## src/rtl/cnn_sched_pkg.sv

```systemverilog
// Shared types and helpers for the CNN window scheduler: FSM state encoding,
// default image/window geometry and the window byte-offset function.
package cnn_sched_pkg;

    localparam int IMG_W_DEF = 28;
    localparam int WIN_DEF   = 5;
    localparam int PIX_W     = 8;
    localparam int WIN_BITS  = WIN_DEF * WIN_DEF * PIX_W;

    typedef enum logic [2:0] {
        IDLE,
        FETCH,
        ISSUE,
        WAIT,
        NEXT
    } sched_state_e;

    // Bit offset of pixel (r, c) inside the packed window.
    function automatic logic [7:0] win_byte_off(input logic [2:0] r, input logic [2:0] c);
        return 8'((32'(r) * WIN_DEF + 32'(c)) * PIX_W);
    endfunction

endpackage

```

## src/rtl/cnn_win_fetch.sv

```systemverilog
// Walks a 5x5 window of the pixel memory one address per cycle and packs the
// returned bytes; done_o is high in the cycle the last byte arrives.
module cnn_win_fetch
    import cnn_sched_pkg::*;
#(
    parameter int IMG_W = IMG_W_DEF
) (
    input  logic                clk_i,
    input  logic                rst_i,
    input  logic                start_i,
    input  logic [4:0]          x_i,
    input  logic [4:0]          y_i,
    output logic [9:0]          addr_o,
    input  logic [7:0]          rdata_i,
    output logic                done_o,
    output logic [WIN_BITS-1:0] win_o
);

    localparam logic [2:0] LAST = 3'(WIN_DEF - 1);

    logic                issue_q, issue_d;
    logic [2:0]          r_q, r_d, c_q, c_d;
    logic [9:0]          addr_q, addr_d;
    logic                pend_q, pend_d;
    logic                pend_last_q, pend_last_d;
    logic [7:0]          pend_off_q, pend_off_d;
    logic [WIN_BITS-1:0] win_q, win_d;

    always_comb begin
        issue_d     = issue_q;
        r_d         = r_q;
        c_d         = c_q;
        addr_d      = addr_q;
        pend_d      = issue_q;
        pend_off_d  = win_byte_off(r_q, c_q);
        pend_last_d = issue_q && (r_q == LAST) && (c_q == LAST);
        win_d       = win_q;
        // Memory returns data one cycle after the address, so writes trail issues.
        if (pend_q) begin
            win_d[pend_off_q +: 8] = rdata_i;
        end
        if (start_i) begin
            issue_d = 1'b1;
            r_d     = '0;
            c_d     = '0;
            addr_d  = 10'(x_i) * 10'(IMG_W) + 10'(y_i);
        end else if (issue_q) begin
            if (c_q == LAST) begin
                c_d = '0;
                if (r_q == LAST) begin
                    issue_d = 1'b0;
                end else begin
                    r_d    = r_q + 3'd1;
                    addr_d = addr_q + 10'(IMG_W - WIN_DEF + 1);
                end
            end else begin
                c_d    = c_q + 3'd1;
                addr_d = addr_q + 10'd1;
            end
        end
    end

    always_ff @(posedge clk_i) begin
        if (rst_i) begin
            issue_q     <= 1'b0;
            r_q         <= '0;
            c_q         <= '0;
            addr_q      <= '0;
            pend_q      <= 1'b0;
            pend_last_q <= 1'b0;
            pend_off_q  <= '0;
            win_q       <= '0;
        end else begin
            issue_q     <= issue_d;
            r_q         <= r_d;
            c_q         <= c_d;
            addr_q      <= addr_d;
            pend_q      <= pend_d;
            pend_last_q <= pend_last_d;
            pend_off_q  <= pend_off_d;
            win_q       <= win_d;
        end
    end

    assign addr_o = addr_q;
    assign done_o = pend_q && pend_last_q;
    assign win_o  = win_q;

endmodule

```

## src/rtl/cnn_window_sched.sv

```systemverilog
// Scans every window origin of a stored image, hands each packed window to
// simpleCNN and reports its class. Define CNN_SCHED_TIMEOUT_EN for a DONE watchdog.
module cnn_window_sched
    import cnn_sched_pkg::*;
#(
    parameter int IMG_W       = IMG_W_DEF,
    parameter int WIN         = WIN_DEF,
    parameter int STRIDE      = 1,
    parameter int TIMEOUT_CYC = 4096
) (
    input  logic                CLK,
    input  logic                RST,
    input  logic                FRAME_START,
    output logic [9:0]          PIX_ADDR,
    input  logic [7:0]          PIX_RDATA,
    output logic                CNN_START,
    output logic [4:0]          CNN_X,
    output logic [4:0]          CNN_Y,
    output logic [WIN_BITS-1:0] CNN_IMGIN,
    input  logic                CNN_DONE,
    input  logic [3:0]          CNN_OUT,
    output logic                RES_VALID,
    output logic [3:0]          RES_CLASS,
    output logic [4:0]          RES_X,
    output logic [4:0]          RES_Y,
    output logic                BUSY,
    output logic                FRAME_DONE
);

    localparam int LAST_ORG = IMG_W - WIN;

    sched_state_e state_q, state_d;
    logic [4:0]   x_q, x_d, y_q, y_d;
    logic         res_valid_q, res_valid_d;
    logic         frame_done_q, frame_done_d;
    logic [3:0]   res_class_q, res_class_d;
    logic [4:0]   res_x_q, res_x_d, res_y_q, res_y_d;
    logic         fetch_start, fetch_done, timeout;
    logic [10:0]  x_adv, y_adv;

    assign x_adv = 11'(x_q) + 11'(STRIDE);
    assign y_adv = 11'(y_q) + 11'(STRIDE);

`ifdef CNN_SCHED_TIMEOUT_EN
    localparam int TW = $clog2(TIMEOUT_CYC + 1);
    logic [TW-1:0] wait_cnt_q, wait_cnt_d;

    // Counts cycles since CNN_START; the watchdog fires TIMEOUT_CYC cycles after it.
    always_comb begin
        wait_cnt_d = wait_cnt_q;
        if (state_q == ISSUE) begin
            wait_cnt_d = TW'(1);
        end else if (state_q == WAIT) begin
            wait_cnt_d = wait_cnt_q + TW'(1);
        end
    end

    always_ff @(posedge CLK) begin
        if (RST) wait_cnt_q <= '0;
        else     wait_cnt_q <= wait_cnt_d;
    end

    assign timeout = (state_q == WAIT) && (wait_cnt_q == TW'(TIMEOUT_CYC - 1));
`else
    assign timeout = 1'b0;
`endif

    always_comb begin
        state_d      = state_q;
        x_d          = x_q;
        y_d          = y_q;
        fetch_start  = 1'b0;
        res_valid_d  = 1'b0;
        frame_done_d = 1'b0;
        res_class_d  = res_class_q;
        res_x_d      = res_x_q;
        res_y_d      = res_y_q;
        case (state_q)
            IDLE: begin
                if (FRAME_START) begin
                    state_d     = FETCH;
                    x_d         = '0;
                    y_d         = '0;
                    fetch_start = 1'b1;
                end
            end
            FETCH: if (fetch_done) state_d = ISSUE;
            ISSUE: state_d = WAIT;
            WAIT: begin
                if (CNN_DONE) begin
                    res_class_d = CNN_OUT;
                    res_x_d     = x_q;
                    res_y_d     = y_q;
                    res_valid_d = 1'b1;
                    state_d     = NEXT;
                end else if (timeout) begin
                    frame_done_d = 1'b1;
                    state_d      = IDLE;
                end
            end
            NEXT: begin
                // The fetcher takes the next origin directly so it can start this edge.
                if (y_adv > 11'(LAST_ORG)) begin
                    y_d = '0;
                    if (x_adv > 11'(LAST_ORG)) begin
                        frame_done_d = 1'b1;
                        state_d      = IDLE;
                    end else begin
                        x_d         = 5'(x_adv);
                        fetch_start = 1'b1;
                        state_d     = FETCH;
                    end
                end else begin
                    y_d         = 5'(y_adv);
                    fetch_start = 1'b1;
                    state_d     = FETCH;
                end
            end
            default: state_d = IDLE;
        endcase
    end

    always_ff @(posedge CLK) begin
        if (RST) begin
            state_q      <= IDLE;
            x_q          <= '0;
            y_q          <= '0;
            res_valid_q  <= 1'b0;
            frame_done_q <= 1'b0;
            res_class_q  <= '0;
            res_x_q      <= '0;
            res_y_q      <= '0;
        end else begin
            state_q      <= state_d;
            x_q          <= x_d;
            y_q          <= y_d;
            res_valid_q  <= res_valid_d;
            frame_done_q <= frame_done_d;
            res_class_q  <= res_class_d;
            res_x_q      <= res_x_d;
            res_y_q      <= res_y_d;
        end
    end

    cnn_win_fetch #(
        .IMG_W(IMG_W)
    ) u_fetch (
        .clk_i  (CLK),
        .rst_i  (RST),
        .start_i(fetch_start),
        .x_i    (x_d),
        .y_i    (y_d),
        .addr_o (PIX_ADDR),
        .rdata_i(PIX_RDATA),
        .done_o (fetch_done),
        .win_o  (CNN_IMGIN)
    );

    assign CNN_START  = (state_q == ISSUE);
    assign CNN_X      = x_q;
    assign CNN_Y      = y_q;
    assign BUSY       = (state_q != IDLE);
    assign RES_VALID  = res_valid_q;
    assign RES_CLASS  = res_class_q;
    assign RES_X      = res_x_q;
    assign RES_Y      = res_y_q;
    assign FRAME_DONE = frame_done_q;

endmodule

```

## config.mk

```make
export PLATFORM = sky130hd
export DESIGN_NAME = cnn_window_sched
export DESIGN_NICKNAME = d
export VERILOG_FILES = /design/src/rtl/cnn_sched_pkg.sv /design/src/rtl/cnn_win_fetch.sv /design/src/rtl/cnn_window_sched.sv
export SDC_FILE = /design/constraint.sdc
export NUM_CORES = 1
export LEC_CHECK = 0
export ABC_CLOCK_PERIOD_IN_PS = 5600
export CAP_MARGIN = 25
export CORE_AREA = 2 2 210 232
export CTS_CLUSTER_SIZE = 30
export DETAILED_ROUTE_END_ITERATION = 8
export DIE_AREA = 0 0 212 234
export SLEW_MARGIN = 30
export SYNTH_ARGS = -nofsm -noshare
export SYNTH_HDL_FRONTEND = slang
export SYNTH_HIERARCHICAL = 1
export SYNTH_SLANG_ARGS = --single-unit
```

## constraint.sdc

```tcl
create_clock -name CLK -period 5.6 [get_ports CLK]
set_input_delay 1.12 -clock CLK [delete_from_list [all_inputs] [get_ports CLK]]
set_output_delay 1.12 -clock CLK [all_outputs]
set_load 0.05 [all_outputs]
```

==> results of run 1 <==
[cell families after synthesis]
| logic type | synth area share (%) |
|---|---|
| buffers and inverters | 3.19 |
| xor gates and xnor gates | 1.56 |
| AOI/OAI and AO/OA | 10.2 |
| DFF | 45.2 |
| muxes | 14.0 |
| adders and majority gates | 4.93 |
| and+or+nand+nor | 20.9 |
[report_power, final]
| part | leakage, µW | internal, µW | switching, µW |
|---|---|---|---|
| clock | 0.000474 | 1140 | 807 |
| sequential | 0.00204 | 1810 | 9.31 |
| combinational | 0.00373 | 56.5 | 107 |
[worst max-delay path by stage]
stage | slack [ns] | cells after the start | start | endpoint
finish | 0.63 | 14 | CNN_Y[1] | u_fetch/addr_o[7]
global route | 0.33 | 14 | CNN_Y[1] | u_fetch/addr_o[7]
CTS | 0.64 | 14 | CNN_Y[1] | u_fetch/addr_o[7]
detailed placement | 0.66 | 12 | FRAME_START | u_fetch/addr_o[7]
global placement | 0.73 | 12 | FRAME_START | u_fetch/addr_o[7]
floorplan | 0.81 | 14 | CNN_Y[1] | u_fetch/addr_o[7]
[cell usage in the layout (no fill, tap or decap), drive strengths merged, types with 5 or more instances in the layout]
master	n
o21ai	49
buf	13
nand2b	142
fa	7
dfxtp	253
mux2i	155
a31oi	8
a21oi	74
nor2b	14
inv	19
nand3b	10
nor4	6
xnor2	12
a211oi	6
nor2	47
nand2	99
clkbuf	40
nor3	6
and3	7
nand3	56
nor3b	5
clkinv	9
a21o	6
ha	33
clkdlybuf4s50	252
or2	7
nand4	6
or3	5
xor2	8
[cells in the mapped netlist, drive strengths merged (8+ instances only)]
library cell,instances
dfxtp,253
mux2i,155
nand2b,142
nand2,99
a21oi,74
clkbuf,56
nand3,56
o21ai,49
nor2,47
ha,33
inv,18
nor2b,14
buf,13
xnor2,12
nand3b,10
a31oi,8
xor2,8
[sequential cells by signal, summed over array words and instances (netlist names)]
register	cells
RES_X	5
u_fetch/win_o	200
RES_CLASS	4
u_fetch/pend_q	1
RES_VALID	1
u_fetch/r_q	3
FRAME_DONE	1
u_fetch/pend_off_q	5
u_fetch/issue_q	1
u_fetch/pend_last_q	1
RES_Y	5
u_fetch/c_q	3
state_q	3
CNN_Y	5
CNN_X	5
u_fetch/addr_o	10
[routing by layer]
layer / global-route usage, % / share of wire [%] / vias up
met4: 3.30 / 1.6 / 0
li1: - / - / 4493
met1: 17.9 / 43 / 4455
met3: 5.04 / 8.6 / 41
met2: 24.8 / 47 / 270
met5: 0 / 0 / -
[final cells by class]
class,count,area share (%)
multi-input cells,825,38.0
flip-flops and latches,253,32.9
repair buffers,265,17.1
well taps,645,5.24
clock buffers,40,5.19
clock inverters,14,1.15
inverters,18,0.455
[worst max-delay path: cells and delay by family (launching register included)]
family	cells	cell delay, ns
flops	1	0.52
xor+xnor	1	0.26
fa+ha+maj	4	1.46
compound gates	5	1.64
simple gates	4	1.01
[per-stage QoR]
| stage | worst slack, ns | area (µm²) | total power (µW) | hold WS, ns | instances |
|---|---|---|---|---|---|
| 6_report | 0.628 | 15400 | 3930 | 0.456 | 2060 |
| 5_1_grt | 0.328 | 15400 | 4080 | 0.476 | 2060 |
| 4_1_cts | 0.644 | 15400 | 4010 | 0.458 | 2060 |
| 3_5_place_dp | 0.664 | 14400 | 2020 | 0.448 | 2006 |
| 3_3_place_gp | 0.726 | 14400 | 2020 | 0.442 | 2005 |
| 2_1_floorplan | 0.810 | 11200 | 1960 | 0.484 | 1165 |
==> impl_results.md, run 1 <==
- Post-DR wirelength/cell: roughly 18 µm
- Worst Setup Start Kind: flop
- PD cells: 255 mW/mm²
- Final GP Congestion: 0.832
- Sequential Area: 0.00506 mm²
- Crit path kind: reg -> reg
- IO Pins: 254
- Drt via density: 4.49
- Antenna Nets Post-Route: 0
- Max VDD drop: 0.207 mV
- Syn Area/Cell: 9.63 µm²
- Syn Nets: 1,221
- Max-slew violations: 0
- GR Util All Layers: 14.6%
- Drt drc: 0
- H-Tree Depth: 1
- Yosys top cell by area: dfxtp_1
- Worst-path cell chain: ha_1 -> nand2_1 -> a2111oi_4 -> or2_1 -> a41oi_1 -> a31oi_1 -> fa_1 -> ha_1 -> fa_1 -> xor2_1 -> nand2_1 -> or4_1 -> a31o_2 -> a21oi_1
- Die area: between 0.04 and 0.05 mm²
- Leakage power: 0.00624 µW
- Final nets: roughly 1,400
- # diodes: 0
- Fillers: roughly 4,800
- Slew Limit Headroom: 38.6%
- Post-Route WL: ~37,000 µm
- EDFF count, synth: 0
- Share of cells above drive strength 1: ~7.4%
- CTS max path bufs: 3
- Num rows: 84
- Final setup viols: 0
- Min-Delay Startpoint: u_fetch/win_o[128]
- Clock sink count: ~250
- Max Cap Violations: 0
- FFs w/ async S/R, synth: 0%
- Number of global-route vias before repair: 9,232
- Ys flop type: dfxtp_1
- Clock root cell: clkbuf_16
- End of the worst register-to-register path: u_fetch/addr_o[7]
- Worst hold path depth: 2
- Hold endpoint: u_fetch/win_o[128]
- Hold_buf cts: 0
- Ys Warns: 6
- Port bufs: approximately 250
- Crit. End Element: flop
- Crit-path max cell delay: between 0.6 and 0.7 ns
- Clock slew at reported path FFs: approximately 0.060 ns
- TritonCTS buffer count: 30
- Layout Skew: 0.0288 ns
- Pre-antenna DRT Iters: 4
- Period utilisation layout: about nine tenths
- Cell area after synthesis: 0.0112 mm²
- Yosys top cell area share: 45.2%
- Sequential element share of the synthesized area: between 40% and 50%
- Pin count of the biggest net entering global routing: 176
- Synth unique cells: 72
- Post-cts resize count: 0
- Initial Util: 23.7%
- Flop and latch count out of synthesis: about 250
- Post-Synthesis Cells: 1,165
- Min Tclk post-route: 4.97 ns
- Outcome: finished, final reports clean
- Hold Path Class: reg -> reg
- Worst path slowest cell: a31oi_1
- FF-to-FF Start: CNN_Y[1]
- Area grow syn2layout: 37.3%
- Grt ovf: 0
- First-pass GRT wire length: 56,000 µm
- DRT iter0 DRCs: about 590
- R2R setup slack: approximately 0.63 ns
- RSZ-0062 raised after global routing: no
- Setup bufs post-CTS: 0
- Setup_tns: 0 ns
- Hpwl dp: ~26,000 µm
- Worst Tran Pin Value: 0.921 ns
- Synth area leaders: dfxtp_1 (45%), mux2i_1 (14%), nand2b_1 (7.9%)
- Critical Path AT: 5.47 ns
- Core Area: approximately 0.047 mm²
- Max FO, Critical Path: 8
- Fmax: 0.201 GHz
- Die Wd: ~210 µm
- CTS tree: built
- Worst R2R Path Depth: 14
- Multi-input logic area: 0.00584 mm²
- Via count: 9,259
- Clk_lat worst skew: 0.58 ns
- Core Util, Final: roughly 32%
- Initial antenna violation count: 0
- CP Data Required Time: 6.10 ns
- Final Hold Violating Endpoints: 0
- Die Ht: 234 µm
No activity file was read; power rests on OpenSTA's default activity.
==> run 2, diff against run 1 <==
--- a/config.mk
+++ b/config.mk
@@ -7,10 +7,11 @@
 export LEC_CHECK = 0
 export ABC_CLOCK_PERIOD_IN_PS = 5600
 export CAP_MARGIN = 25
-export CORE_AREA = 2 2 210 232
+export CORE_AREA = 2 2 163 181
 export CTS_CLUSTER_SIZE = 30
 export DETAILED_ROUTE_END_ITERATION = 8
-export DIE_AREA = 0 0 212 234
+export DIE_AREA = 0 0 165 183
+export PLACE_DENSITY = 0.65
 export SLEW_MARGIN = 30
 export SYNTH_ARGS = -nofsm -noshare
 export SYNTH_HDL_FRONTEND = slang
==> run 2 against run 1 <==
Sequential power about the same. Cell area down 3.1%. Sequential share of layout area up 1.0 points. Power down 4.6%. Critical path type unchanged. First-iteration DRC count down 13%. Count of clock-buffer cells in the layout down 2. Critical endpoint unchanged. Routed wire length down 15%. Non-clock buffer count down 3. Flip-flop and latch count unchanged. Combinational power down 4%.
==> impl_results.md, run 2 (synthesized netlist as in run 1, its figures left out) <==
- Layout Skew: 0.0128 ns (-0.0160 ns)
- Final WS setup: 0.741 ns (+0.113 ns)
- Commonest non-fill, non-tap cells in the layout: dfxtp_1 (253), clkdlybuf4s50_1 (252), mux2i_1 (155)
- Clk_lat worst skew: 0.53 ns (-0.05 ns)
- Max-slew violations: 0 (unchanged)
- IO Pins: 254 (unchanged)
- Critical Path AT: 5.32 ns (-0.15 ns)
- Final GP Congestion: 0.820 (-1.4%)
- Clock Power Share: 47.4% (-2.2 points)
- Max Cap Violations: 0 (unchanged)
- # placed instances: 1,726 (-14%)
- Worst Tran Pin Value: 0.942 ns (+0.0212 ns)
- Outcome: finished, final reports clean
- Clock root cell: clkbuf_16
- DRT iter0 DRCs: 518 (-13%)
- Hold_buf cts: 0 (unchanged)
- Drt via density: 5.12 (+14%)
- RSZ-0062 raised after global routing: no
- Hold Path Class: reg -> reg
- Crit. End Element: flop
- Leakage power: 0.00620 µW (-0.74%)
- TritonCTS buffer count: 27 (-10%)
- Period utilisation layout: 86.8% (-2.0 points)
- Post-cts resize count: 0 (unchanged)
- Final setup viols: 0 (unchanged)
- Part of the power in registers: 48.4% (+2.2 points)
- Finished Layout Cells: 1,772 (-14%)
- Post-Route WL: 31,700 µm (-15%)
- First-pass GRT wire length: 49,200 µm (-12%)
- Total power: 3750 µW (-4.6%)
- Via count: 9,073 (-2.0%)
- Met1 Use GR: 27.0% (+9.2 points)
- Max FO, Critical Path: 8 (unchanged)
- Pre-antenna DRT Iters: 5 (+1)
- Setup_tns: 0 ns (unchanged)
- Busiest grt layer: met2
- DP Worst Slack: 0.652 ns (-0.0116 ns)
- Hpwl dp: 22,100 µm (-15%)
- Final Hold Violating Endpoints: 0 (unchanged)
- Max VDD drop: 0.179 mV (-13%)
- Num rows: 65 (-23%)
- Min Tclk post-route: 4.86 ns (-0.113 ns)
- Sw power: 826 µW (-11%)
- Initial antenna violation count: 0 (unchanged)
- Pin count of the biggest net entering global routing: 133 (-24%)
- # diodes: 0 (unchanged)
- Comb pwr share: 4.2% (about the same)
- Final nets: 1,443 (-0.41%)
- Clock sink count: 253 (unchanged)
- Worst hold slack: 0.451 ns (-0.00430 ns)
- Initial Util: 39.5% (+16 points)
- P_int: 2920 µW (-2.8%)
- PD cells: 251 mW/mm² (-1.6%)
- Setup bufs post-CTS: 0 (unchanged)
- CTS max path bufs: 3 (unchanged)
- Commonest non-fill, non-tap cell in the layout: dfxtp_1
- Die Wd: 165 µm (-22%)
- H-Tree Depth: 1 (unchanged)
- Die area: 0.0302 mm² (-39%)
- Met3 usage: 3.66% (-1.4 points)
- FF-to-FF Start: CNN_Y[1]
- Fmax: 0.206 GHz (+2.3%)
- Setup crit start: CNN_Y[1]
- Post-DR wirelength/cell: 17.9 µm (-1.5%)
- GR Util All Layers: 20.4% (+5.8 points)
- CTS tree: built
- Die Ht: 183 µm (-22%)
- Antenna Nets Post-Route: 0 (unchanged)
- Drt drc: 0 (unchanged)
- Crit path kind: reg -> reg
- Slew Limit Headroom: 37.0% (-1.6 points)
- Min-Delay Startpoint: RES_X[0]
- Number of global-route vias before repair: 8,715 (-5.6%)
- Switching share of power: 22.0% (-1.5 points)
- CP Data Required Time: 6.06 ns (-0.04 ns)
- Core Area: 0.0284 mm² (-40%)
- Worst Setup Start Kind: flop
- Met2 Use GR: 34.8% (+10 points)
- Area grow syn2layout: 33.1%
- Grt ovf: 0 (unchanged)
- Max FFs per register: 200 (unchanged)
- Port bufs: 253 (unchanged)
- Clock slew at reported path FFs: 0.06 ns (about the same)
- Share of cells above drive strength 1: 7.05% (-0.37 points)
-- run 2: routing by layer --
layer	part of all wire (%)	wire length, µm
met4	1.6	495
met3	5.5	1740
met1	45	14100
met5	0	0
met2	48	15300
-- run 2: final timing paths --
kind	end	slack, ns	depth (start not counted)
max	u_fetch/addr_o[7]	0.74	14
min	RES_X[0]	0.45	2
max reg2reg	u_fetch/addr_o[7]	0.74	14
min reg2reg	RES_X[0]	0.45	2
-- run 2: stage by stage --
step / cell area (µm²) / utilization [%]
after detailed placement: 14000 / 49.4
after global routing: 14900 / 52.6
after CTS: 14900 / 52.5
after floorplan: 11200 / -
after global placement: 14000 / 49.4
final: 14900 / 52.6
-- run 2: power by group through the flow --
stage | clock network, µW | logic (µW) | registers (µW)
after floorplan | 0 | 90.2 | 1870
after global placement | 0 | 156 | 1860
after detailed placement | 0 | 156 | 1860
after CTS | 1820 | 157 | 1820
after global routing | 1900 | 168 | 1820
final | 1780 | 156 | 1820
-- run 2: cell type report --
class | instances | area, µm²
clock buffers | 38 | 787
multi-input cells | 825 | 5840
clock inverters | 8 | 93.8
well taps | 368 | 460
repair buffers | 262 | 2610
inverters | 18 | 70.1
fillers | 2600 | 13500
flip-flops and latches | 253 | 5060
-- run 2: worst max-delay path, stage by stage, from the launching register on --
cell,delay (ns)
dfxtp_1,0.51
ha_1,0.29
nand2_1,0.11
a2111oi_4,0.50
or2_1,0.27
a41oi_1,0.15
a31oi_1,0.56
fa_1,0.55
ha_1,0.22
fa_1,0.41
xor2_1,0.28
nand2_1,0.13
or4_1,0.47
a31o_2,0.24
a21oi_1,0.10
